$ cat src/rtl/int8_mac_pkg.sv
// Shared types and constants for the int8_mac dot-product sequencer.
// Feature macro MAC_SEQ_CTRL_OVF_EN is consumed by int8_mac_seq_ctrl, not here.
package int8_mac_pkg;

    localparam int PSUM_W        = 24;
    localparam int LANES         = 33;
    localparam int CHUNK_W       = 264;
    localparam int MAX_CHUNK_SUM = 2145825;

    typedef enum logic [1:0] {
        IDLE,
        ISSUE,
        DRAIN,
        DONE
    } state_t;

    // Travels alongside each SRAM read so the MAC side knows where a job starts and ends.
    typedef struct packed {
        logic vld;
        logic first;
        logic last;
    } tag_t;

endpackage

$ cat src/rtl/int8_mac_seq_ctrl_if.sv
// Command/result port bundle between the tile scheduler (master) and the sequencer (slave).
interface int8_mac_seq_ctrl_if #(
    parameter int ADDR_W = 10,
    parameter int LEN_W  = 8
);
    import int8_mac_pkg::*;

    logic              cmd_valid;
    logic              cmd_ready;
    logic [LEN_W-1:0]  cmd_len;
    logic [ADDR_W-1:0] cmd_a_base;
    logic [ADDR_W-1:0] cmd_b_base;
    logic              res_valid;
    logic              res_ready;
    logic [PSUM_W-1:0] res_data;
    logic              res_ovf;

    modport master (
        output cmd_valid, cmd_len, cmd_a_base, cmd_b_base, res_ready,
        input  cmd_ready, res_valid, res_data, res_ovf
    );

    modport slave (
        input  cmd_valid, cmd_len, cmd_a_base, cmd_b_base, res_ready,
        output cmd_ready, res_valid, res_data, res_ovf
    );

endinterface

$ cat src/rtl/int8_mac_seq_tag_pipe.sv
// RD_LAT-deep shift register that delays read tags to line up with SRAM read data.
module int8_mac_seq_tag_pipe
    import int8_mac_pkg::*;
#(
    parameter int RD_LAT = 1
) (
    input  logic clk,
    input  logic rst_n,
    input  tag_t tag_in,
    output tag_t tag_out
);

    tag_t stage_reg [RD_LAT];

    generate
        for (genvar gi = 0; gi < RD_LAT; gi++) begin : g_stage
            if (gi == 0) begin : g_head
                always_ff @(posedge clk or negedge rst_n) begin
                    if (!rst_n) stage_reg[gi] <= '0;
                    else        stage_reg[gi] <= tag_in;
                end
            end else begin : g_tail
                always_ff @(posedge clk or negedge rst_n) begin
                    if (!rst_n) stage_reg[gi] <= '0;
                    else        stage_reg[gi] <= stage_reg[gi-1];
                end
            end
        end
    endgenerate

    assign tag_out = stage_reg[RD_LAT-1];

endmodule

$ cat src/rtl/int8_mac_seq_ctrl.sv
// Job sequencer for one int8_mac engine: streams K operand chunks, closes the psum loop, returns the result.
// Optional wrap detection enabled by defining MAC_SEQ_CTRL_OVF_EN.
module int8_mac_seq_ctrl
    import int8_mac_pkg::*;
#(
    parameter int ADDR_W = 10,
    parameter int LEN_W  = 8,
    parameter int RD_LAT = 1
) (
    input  logic              clk,
    input  logic              rst_n,
    int8_mac_seq_ctrl_if.slave host,
    output logic              rd_en,
    output logic [ADDR_W-1:0] rd_a_addr,
    output logic [ADDR_W-1:0] rd_b_addr,
    output logic              mac_en,
    output logic [PSUM_W-1:0] mac_psum_in,
    input  logic [PSUM_W-1:0] mac_psum_out,
    output logic              busy
);

    state_t            state_reg;
    logic [LEN_W-1:0]  cnt_reg;
    logic              rd_en_reg;
    logic              first_reg;
    logic              last_reg;
    logic [ADDR_W-1:0] a_addr_reg;
    logic [ADDR_W-1:0] b_addr_reg;
    logic              cap_reg;
    logic              cmd_ready_reg;
    logic              busy_reg;
    logic              res_valid_reg;
    logic [PSUM_W-1:0] res_data_reg;
    logic              res_ovf_reg;
    logic              ovf_cap;
    logic              accept;
    tag_t              tag_in;
    tag_t              tag_out;

    assign tag_in = '{vld: rd_en_reg, first: first_reg, last: last_reg};

    int8_mac_seq_tag_pipe #(.RD_LAT(RD_LAT)) u_tag_pipe (
        .clk     (clk),
        .rst_n   (rst_n),
        .tag_in  (tag_in),
        .tag_out (tag_out)
    );

    assign accept = (state_reg == IDLE) && host.cmd_valid;

    // The first chunk of a job starts from zero; later chunks feed the MAC its own output back.
    assign mac_en      = tag_out.vld;
    assign mac_psum_in = (tag_out.vld && !tag_out.first) ? mac_psum_out : '0;

`ifdef MAC_SEQ_CTRL_OVF_EN
    logic              chk_reg;
    logic [PSUM_W-1:0] fed_reg;
    logic              ovf_q;
    logic              wrap_now;

    // A single chunk can never add 2^24 or more, so any decrease means the sum wrapped.
    assign wrap_now = chk_reg && (mac_psum_out < fed_reg);
    assign ovf_cap  = ovf_q | wrap_now;

    always_ff @(posedge clk or negedge rst_n) begin
        if (!rst_n) begin
            chk_reg <= 1'b0;
            fed_reg <= '0;
            ovf_q   <= 1'b0;
        end else begin
            chk_reg <= tag_out.vld & ~tag_out.first;
            fed_reg <= mac_psum_in;
            if (accept)        ovf_q <= 1'b0;
            else if (wrap_now) ovf_q <= 1'b1;
        end
    end
`else
    assign ovf_cap = 1'b0;
`endif

    always_ff @(posedge clk or negedge rst_n) begin
        if (!rst_n) begin
            state_reg     <= IDLE;
            cnt_reg       <= '0;
            rd_en_reg     <= 1'b0;
            first_reg     <= 1'b0;
            last_reg      <= 1'b0;
            a_addr_reg    <= '0;
            b_addr_reg    <= '0;
            cap_reg       <= 1'b0;
            cmd_ready_reg <= 1'b1;
            busy_reg      <= 1'b0;
            res_valid_reg <= 1'b0;
            res_data_reg  <= '0;
            res_ovf_reg   <= 1'b0;
        end else begin
            cap_reg <= tag_out.vld & tag_out.last;
            case (state_reg)
                IDLE: begin
                    if (accept) begin
                        cmd_ready_reg <= 1'b0;
                        busy_reg      <= 1'b1;
                        if (host.cmd_len == '0) begin
                            state_reg     <= DONE;
                            res_valid_reg <= 1'b1;
                            res_data_reg  <= '0;
                            res_ovf_reg   <= 1'b0;
                        end else begin
                            state_reg  <= ISSUE;
                            rd_en_reg  <= 1'b1;
                            first_reg  <= 1'b1;
                            last_reg   <= (host.cmd_len == LEN_W'(1));
                            cnt_reg    <= host.cmd_len - LEN_W'(1);
                            a_addr_reg <= host.cmd_a_base;
                            b_addr_reg <= host.cmd_b_base;
                        end
                    end
                end
                ISSUE: begin
                    first_reg <= 1'b0;
                    if (cnt_reg == '0) begin
                        state_reg <= DRAIN;
                        rd_en_reg <= 1'b0;
                        last_reg  <= 1'b0;
                    end else begin
                        cnt_reg    <= cnt_reg - LEN_W'(1);
                        last_reg   <= (cnt_reg == LEN_W'(1));
                        a_addr_reg <= a_addr_reg + ADDR_W'(1);
                        b_addr_reg <= b_addr_reg + ADDR_W'(1);
                    end
                end
                DRAIN: begin
                    // MAC clears once mac_en drops, so the final sum must be grabbed now.
                    if (cap_reg) begin
                        state_reg     <= DONE;
                        res_valid_reg <= 1'b1;
                        res_data_reg  <= mac_psum_out;
                        res_ovf_reg   <= ovf_cap;
                    end
                end
                DONE: begin
                    if (host.res_ready) begin
                        state_reg     <= IDLE;
                        res_valid_reg <= 1'b0;
                        cmd_ready_reg <= 1'b1;
                        busy_reg      <= 1'b0;
                    end
                end
                default: state_reg <= IDLE;
            endcase
        end
    end

    assign host.cmd_ready = cmd_ready_reg;
    assign host.res_valid = res_valid_reg;
    assign host.res_data  = res_data_reg;
    assign host.res_ovf   = res_ovf_reg;
    assign rd_en          = rd_en_reg;
    assign rd_a_addr      = a_addr_reg;
    assign rd_b_addr      = b_addr_reg;
    assign busy           = busy_reg;

endmodule

$ cat src/flat_wrapper.sv
// flat-port wrapper written by rule: the top's interface ports become plain ports
module int8_mac_seq_ctrl_flat import int8_mac_pkg::*;
#(
    parameter int ADDR_W = 10,
    parameter int LEN_W  = 8,
    parameter int RD_LAT = 1
)
  (clk, rst_n, rd_en, rd_a_addr, rd_b_addr, mac_en, mac_psum_in, mac_psum_out, busy, host_cmd_valid, host_cmd_len, host_cmd_a_base, host_cmd_b_base, host_res_ready, host_cmd_ready, host_res_valid, host_res_data, host_res_ovf);
  int8_mac_seq_ctrl_if #(.ADDR_W(ADDR_W), .LEN_W(LEN_W)) host_i ();
  input  logic clk;
  input  logic rst_n;
  output logic rd_en;
  output logic [ADDR_W-1:0] rd_a_addr;
  output logic [ADDR_W-1:0] rd_b_addr;
  output logic mac_en;
  output logic [PSUM_W-1:0] mac_psum_in;
  input  logic [PSUM_W-1:0] mac_psum_out;
  output logic busy;
  input wire logic [$bits(host_i.cmd_valid)-1:0] host_cmd_valid;
  input wire logic [$bits(host_i.cmd_len)-1:0] host_cmd_len;
  input wire logic [$bits(host_i.cmd_a_base)-1:0] host_cmd_a_base;
  input wire logic [$bits(host_i.cmd_b_base)-1:0] host_cmd_b_base;
  input wire logic [$bits(host_i.res_ready)-1:0] host_res_ready;
  output wire logic [$bits(host_i.cmd_ready)-1:0] host_cmd_ready;
  output wire logic [$bits(host_i.res_valid)-1:0] host_res_valid;
  output wire logic [$bits(host_i.res_data)-1:0] host_res_data;
  output wire logic [$bits(host_i.res_ovf)-1:0] host_res_ovf;
  assign host_i.cmd_valid = host_cmd_valid;
  assign host_i.cmd_len = host_cmd_len;
  assign host_i.cmd_a_base = host_cmd_a_base;
  assign host_i.cmd_b_base = host_cmd_b_base;
  assign host_i.res_ready = host_res_ready;
  assign host_cmd_ready = host_i.cmd_ready;
  assign host_res_valid = host_i.res_valid;
  assign host_res_data = host_i.res_data;
  assign host_res_ovf = host_i.res_ovf;
  int8_mac_seq_ctrl #(.ADDR_W(ADDR_W), .LEN_W(LEN_W), .RD_LAT(RD_LAT)) u_core (.clk(clk), .rst_n(rst_n), .host(host_i), .rd_en(rd_en), .rd_a_addr(rd_a_addr), .rd_b_addr(rd_b_addr), .mac_en(mac_en), .mac_psum_in(mac_psum_in), .mac_psum_out(mac_psum_out), .busy(busy));
endmodule
$ cat config.mk
export PLATFORM = sky130hd
export DESIGN_NAME = int8_mac_seq_ctrl_flat
export DESIGN_NICKNAME = d
export VERILOG_FILES = /design/src/rtl/int8_mac_pkg.sv /design/src/rtl/int8_mac_seq_ctrl_if.sv /design/src/rtl/int8_mac_seq_tag_pipe.sv /design/src/rtl/int8_mac_seq_ctrl.sv /design/src/flat_wrapper.sv
export SDC_FILE = /design/constraint.sdc
export NUM_CORES = 1
export LEC_CHECK = 0
export CELL_PAD_IN_SITES_DETAIL_PLACEMENT = 0
export CELL_PAD_IN_SITES_GLOBAL_PLACEMENT = 1
export CORE_MARGIN = 4
export CORE_UTILIZATION = 37
export CTS_BUF_LIST = sky130_fd_sc_hd__clkbuf_2 sky130_fd_sc_hd__clkbuf_4 sky130_fd_sc_hd__clkbuf_8
export DETAILED_ROUTE_END_ITERATION = 10
export PLACE_DENSITY_LB_ADDON = 0.2
export SYNTH_ARGS = -nofsm -noshare
export SYNTH_HDL_FRONTEND = slang
export SYNTH_HIERARCHICAL = 1
export SYNTH_SLANG_ARGS = --single-unit
$ cat constraint.sdc
create_clock -name clk -period 6.5 [get_ports clk]
set_clock_uncertainty 0.15 [all_clocks]
set_input_delay 0.65 -clock clk [delete_from_list [all_inputs] [get_ports clk]]
set_output_delay 0.65 -clock clk [all_outputs]
set_load 0.01 [all_outputs]
==> summary.txt, run 1 <==
Synth
  – Seq/Total Area, Yosys: 45.2%
  – Synth warnings: 6
  – #FFs+latches synth: 64
  – Async S/R FF share, synth: 100%
  – Syn Area/Cell: 9.61 sq um
  – EDFF count, synth: 0
  – Top cell type's share of synthesized area: 44.4%
  – Predominant post-synthesis flop cell: dfrtp_1
  – Syn Nets: 436
  – Post-synthesis cell area: 0.00355 sq mm
  – Synth cell types: 55
  – Yosys top cell by area: dfrtp_1
  – Synth top area cells: dfrtp_1, a22o_1, and2_1, ha_1, o21ai_0
  – Post-Syn Instances: 369

Routing
  – TritonRoute pass-1 iters: 5
  – Vias per inst: 5.23
  – WL/cell: 16.1 um
  – Via Count: 3255
  – Iteration-0 DRC Markers: 155
  – Detailed-route wire length: 10.0 mm
  – Post-route ant nets: 0
  – Residual DRC count: 0

Layout
  – Max FFs per register: 24
  – Most common cell after layout, fill and taps aside: clkdlybuf4s50_1
  – Cell area after layout: 0.00507 sq mm
  – Area delta synth->final: 43.1%
  – Nets: 555
  – Final core utilization: 54.7%
  – Most frequent cells in the layout: clkdlybuf4s50_1, dfrtp_1, nand2_1
  – Ant. Diodes: 0
  – Ratio of cells with drive above 1 in the final layout: 5.48%

Global routing
  – Global-route wire length before repair: 16.0 mm
  – Pin count of the biggest net entering global routing: 65
  – All-layer global routing usage: 17.6%
  – GRT overflow: 0
  – Vias in the first global route: 3094
  – Initial antenna violation count: 0

Clock tree
  – H-Tree Depth: 3
  – Clock root buffer: clkbuf_8
  – Post-CTS setup buffers: 0
  – Hold buffer count at cts: 0
  – Clock slew at reported path FFs: 0.07 ns
  – CTS buffer count: 9
  – Clk sink count: 64
  – CTS tree: done
  – Post-CTS Resized: 0
  – Clock Path Buffers: 2
  – Worst-Skew Late Latency: 0.33 ns

Critical path
  – Critical path class: register to primary output
  – Req. time, crit path: 5.70 ns
  – Max FO, Critical Path: 24
  – Critical Path Start Type: register
  – Critical path data arrival time: 2.29 ns
  – Setup crit end kind: primary output

Floorplanning
  – I/O Pins: 130
  – DIE WIDTH: 106 um
  – Initial cell density of the core: 38.2%
  – Die ar.: 0.0112 sq mm
  – Rows: 35
  – Die height: 106 um
  – Placeable Area: 0.00928 sq mm

Place
  – PortBufs: 128
  – GPL Wtd Cong: 0.865
  – Area after DPL: 0.00488 sq mm
  – Hpwl dp: 7.30 mm

Timing
  – Setup violators final: 0
  – Tmin final: 3.09 ns
  – Setup TNS: 0 ns
  – Unrepaired setup endpoints after global routing: no
  – Fin. max-slew vios: 0
  – Hold Slack: 0.230 ns
  – Final Cycle Share: 47.5%
  – Worst Tran Pin Value: 1.06 ns
  – Max-slew headroom: 29.0%
  – Final Hold Vio Count: 0
  – Fmax: 0.324 GHz

Pwr
  – Pleak: 2.16 nW
  – Total power draw: 0.788 mW
  – VDD IR max: 0.000105 V
  – Power Dens Cells: 155 mW/mm^2

Min path
  – Min-delay worst type: register to register

Job
  – MaxCap Viol Count: 0

Run status
  – Status: finished clean
-- synthesized netlist by cell type, types with 2 or more instances --
library cell	n
dfrtp_1	63
nand2_1	32
a22o_1	28
and2_1	28
o21ai_0	25
nor2_1	19
a21oi_1	17
nand3_1	16
inv_1	13
clkbuf_1	12
ha_1	11
mux2i_1	10
o22ai_1	8
o31ai_1	7
buf_2	6
nand4_1	6
nor3_1	6
a22oi_1	5
a21o_1	4
xnor2_1	4
buf_6	3
or3_1	3
a211oi_1	2
a31oi_1	2
buf_4	2
nand2b_1	2
nand3b_1	2
nand4b_1	2
nor3_2	2
o211ai_1	2
o21a_1	2
o41ai_1	2
-- worst paths after layout --
check	from	endpoint	slack, ns	depth (start not counted)
max	u_core/u_tag_pipe/tag_out[2]	mac_psum_in[6]	3.41	3
min	u_core/last_reg	u_core/u_tag_pipe/tag_out[0]	0.23	0
max reg2reg	u_core/state_reg[0]	u_core/rd_a_addr[3]	3.72	8
min reg2reg	u_core/last_reg	u_core/u_tag_pipe/tag_out[0]	0.23	0
max in group asynchronous	rst_n	u_core/rd_a_addr[0]	5.33	2
min in group asynchronous	rst_n	u_core/host.res_data[5]	0.34	2
-- where the power goes --
| part | total (mW) | switching [mW] | internal, mW |
|---|---|---|---|
| Clock | 0.334 | 0.155 | 0.179 |
| Combinational | 0.0555 | 0.0223 | 0.0332 |
| Sequential | 0.398 | 0 | 0.398 |
| Total | 0.788 | 0.177 | 0.611 |
-- area by class of cell --
type                    count  area [sq um]
fillers                   855          4210
multi-input cells         269          1770
flip-flops and latches     64          1600
repair buffers            131          1300
well taps                 129           161
clock buffers              10           131
clock inverters             6          60.1
inverters                  13          48.8
-- stage by stage --
step | setup slack, ns | instances
6_report | 3.41 | 622
5_1_grt | 3.16 | 622
4_1_cts | 3.30 | 622
3_5_place_dp | 3.19 | 606
3_3_place_gp | 3.25 | 606
2_1_floorplan | 4.07 | 369
-- worst max-delay path, stage by stage, from the launching register on --
cell	delay, ns
dfrtp_1	0.35
nor2b_1	0.84
and2_1	0.23
clkdlybuf4s50_1	0.53
-- cell families after synthesis --
group / count (synthesis) / synth area share (%)
AND/OR/NAND/NOR: 128 / 19.6
AO/OA/AOI/OAI: 114 / 22.3
flip-flops: 64 / 45.2
buffers and inverters: 36 / 4.87
adder cells (fa/ha/maj): 11 / 3.88
multiplexers: 10 / 2.82
XOR/XNOR: 5 / 1.23
other: 1 / 0.106
-- layer usage --
layer  share of wire (%)  up-vias  global-route usage, %  wire (um)
met5                   0        -                      0          0
met4                 1.2        0                   5.37        125
met3                 8.2       13                   4.61        818
met2                  43      137                   26.7       4330
met1                  47     1517                   24.7       4730
li1                    -     1588                      -          -
Power figures use the tool's default switching activity.
==> run 2: changes to the inputs <==
- CORE_UTILIZATION: 37 -> 31
- clock period: 6.5 -> 2.6 ns (I/O delays scaled with it)
==> run 2 against run 1 <==
- die area rose by 18%
- largest cell class unchanged
- global-route usage is 1.6 points lower
- first-iteration DRC count is 61% higher
- combinational power rose to 2.6 times the previous value
- largest power group unchanged
- cell area up 4.9%
- worst hold slack better by 0.023 ns
==> summary.txt, run 2 (same netlist as run 1, synthesis figures left out) <==
Run status
  – Status: finished clean

Timing
  – Final Cycle Share: 86.9%
  – Worst Tran Pin Value: 0.767 ns
  – Max-slew headroom: 48.8%
  – Setup TNS: 0 ns
  – Final Hold Vio Count: 0
  – Tmin final: 2.26 ns
  – Fmax: 0.442 GHz
  – Unrepaired setup endpoints after global routing: no
  – Setup violators final: 0
  – Fin. max-slew vios: 0

Critical path
  – Worst flop-to-flop path endpoint: u_core/cnt_reg[2]
  – Req. time, crit path: 2.68 ns
  – Max incr delay on CP: 0.43 ns
  – Crit-path cells: inv_1 -> ha_1 -> nor4b_2 -> buf_4 -> and2_1 -> o21ai_0 -> a22oi_1 -> a21oi_1
  – Setup crit end kind: register
  – Max FO, Critical Path: 10
  – Reg2Reg Depth: 8
  – Critical path class: register to register
  – Critical Path Start Type: register
  – Worst reg2reg setup slack: 0.34 ns
  – Worst reg2reg path startpoint: u_core/cnt_reg[0]
  – CP max stage cell: dfrtp_1
  – Critical path data arrival time: 2.34 ns

Layout
  – Most frequent cells in the layout: clkdlybuf4s50_1, dfrtp_1, nand2_1
  – Ratio of cells with drive above 1 in the final layout: 9.14%
  – Most common cell after layout, fill and taps aside: clkdlybuf4s50_1
  – Nets: 576
  – Ant. Diodes: 0
  – Fill count: 1100
  – Finished Layout Cells: 654
  – Area delta synth->final: 50.1%
  – Max FFs per register: 24

Global routing
  – GRT overflow: 0
  – Pin count of the biggest net entering global routing: 35
  – All-layer global routing usage: 16.0%
  – Global-route wire length before repair: 16.9 mm
  – Initial antenna violation count: 0
  – Vias in the first global route: 3311

Clock tree
  – Clock Path Buffers: 2
  – Clk sink count: 64
  – Hold buffer count at cts: 1
  – CTS buffer count: 9
  – Post-CTS setup buffers: 0
  – CTS tree: done
  – Post-CTS Resized: 0
  – Clock slew at reported path FFs: 0.08 ns
  – Worst-Skew Late Latency: 0.34 ns
  – Clock root buffer: clkbuf_8
  – H-Tree Depth: 3

Place
  – Placed insts: 637
  – Hpwl dp: 7.88 mm
  – PortBufs: 128
  – GPL Wtd Cong: 0.800

Pwr
  – Sw Share: 22.6%
  – VDD IR max: 0.000191 V
  – Power Dens Cells: 401 mW/mm^2
  – Switching Power: 0.482 mW
  – Clock power share: 46.5%
  – Seq pwr share: 46.6%
  – Comb pwr share: 6.9%
  – Pleak: 2.29 nW
  – Internal: 1.65 mW

Routing
  – TritonRoute pass-1 iters: 4
  – Detailed-route wire length: 10.6 mm
  – Post-route ant nets: 0
  – Via Count: 3385
  – Iteration-0 DRC Markers: 249
  – Residual DRC count: 0
  – Vias per inst: 5.18
  – WL/cell: 16.2 um

Floorplanning
  – Die height: 115 um
  – Die ar.: 0.0132 sq mm
  – Initial cell density of the core: 32.2%
  – Placeable Area: 0.0110 sq mm
  – DIE WIDTH: 115 um
  – Rows: 38
  – I/O Pins: 130

Min path
  – Sink of the worst hold path: u_core/u_tag_pipe/tag_out[0]
  – WHS Path Cells: 0
  – Min-delay src: u_core/last_reg
  – Min-delay worst type: register to register

Job
  – MaxCap Viol Count: 0
## run 2: layout make-up
class | count | area (sq um) | share of cell area (%)
Tap cell | 140 | 175 | 3.29
Inverter | 13 | 48.8 | 0.916
Sequential cell | 64 | 1600 | 30.1
Timing Repair Buffer | 152 | 1500 | 28.1
Multi-Input combinational cell | 269 | 1770 | 33.3
Clock buffer | 10 | 138 | 2.58
Clock inverter | 6 | 92.6 | 1.74
## run 2: through the flow
step / instance area [sq um] / total power, mW / utilization (%) / hold slack [ns] / worst slack (ns)
3_3_place_gp: 5080 / 1.16 / 46.1 / 0.230 / 0.0974
5_1_grt: 5330 / 2.23 / 48.3 / 0.265 / 0.183
3_5_place_dp: 5080 / 1.16 / 46.1 / 0.229 / 0.0102
4_1_cts: 5330 / 2.16 / 48.3 / 0.255 / 0.328
2_1_floorplan: 3550 / 1.03 / - / -0.186 / 0.505
6_report: 5330 / 2.13 / 48.3 / 0.253 / 0.340
## run 2: worst max path at each step
stage | cells after the start | from | end
6_report | 8 | u_core/cnt_reg[0] | u_core/cnt_reg[2]
2_1_floorplan | 8 | u_core/state_reg[1] | u_core/rd_a_addr[3]
3_3_place_gp | 9 | host_cmd_len[0] | u_core/host.res_data[14]
5_1_grt | 9 | host_cmd_len[0] | u_core/host.res_data[2]
4_1_cts | 4 | u_core/u_tag_pipe/tag_out[2] | mac_psum_in[12]
3_5_place_dp | 9 | host_cmd_len[0] | u_core/host.res_data[2]
## run 2: metal layers
| layer | part of all wire, % | up-vias | GRT usage, % |
|---|---|---|---|
| met4 | 1.1 | 0 | 4.30 |
| li1 | - | 1634 | - |
| met1 | 47 | 1605 | 21.4 |
| met2 | 44 | 136 | 25.7 |
| met3 | 8.0 | 10 | 4.32 |
| met5 | 0 | - | 0 |
## run 2: worst max-delay path, delay by kind of cell, from the launching register on
| kind | cells | cell delay (ns) |
|---|---|---|
| simple gates | 2 | 0.62 |
| flops | 1 | 0.43 |
| compound gates | 3 | 0.43 |
| buf+inv | 2 | 0.33 |
| fa+ha+maj | 1 | 0.19 |
## run 2: power groups by stage
stage,Clock (mW),Combinational (mW),Sequential [mW]
5_1_grt,1.08,0.160,0.994
3_5_place_dp,0,0.147,1.01
6_report,0.994,0.147,0.995
3_3_place_gp,0,0.149,1.01
2_1_floorplan,0,0.0191,1.01
4_1_cts,1.02,0.150,0.995
==> run 3: changes to the inputs <==
--- a/constraint.sdc
+++ b/constraint.sdc
@@ -3,3 +3,3 @@
 set_input_delay 0.26 -clock clk [delete_from_list [all_inputs] [get_ports clk]]
 set_output_delay 0.26 -clock clk [all_outputs]
-set_load 0.01 [all_outputs]
+set_load 0.005 [all_outputs]
==> results of run 3 <==
Same layout as run 2 (identical final DEF). Status: finished clean.
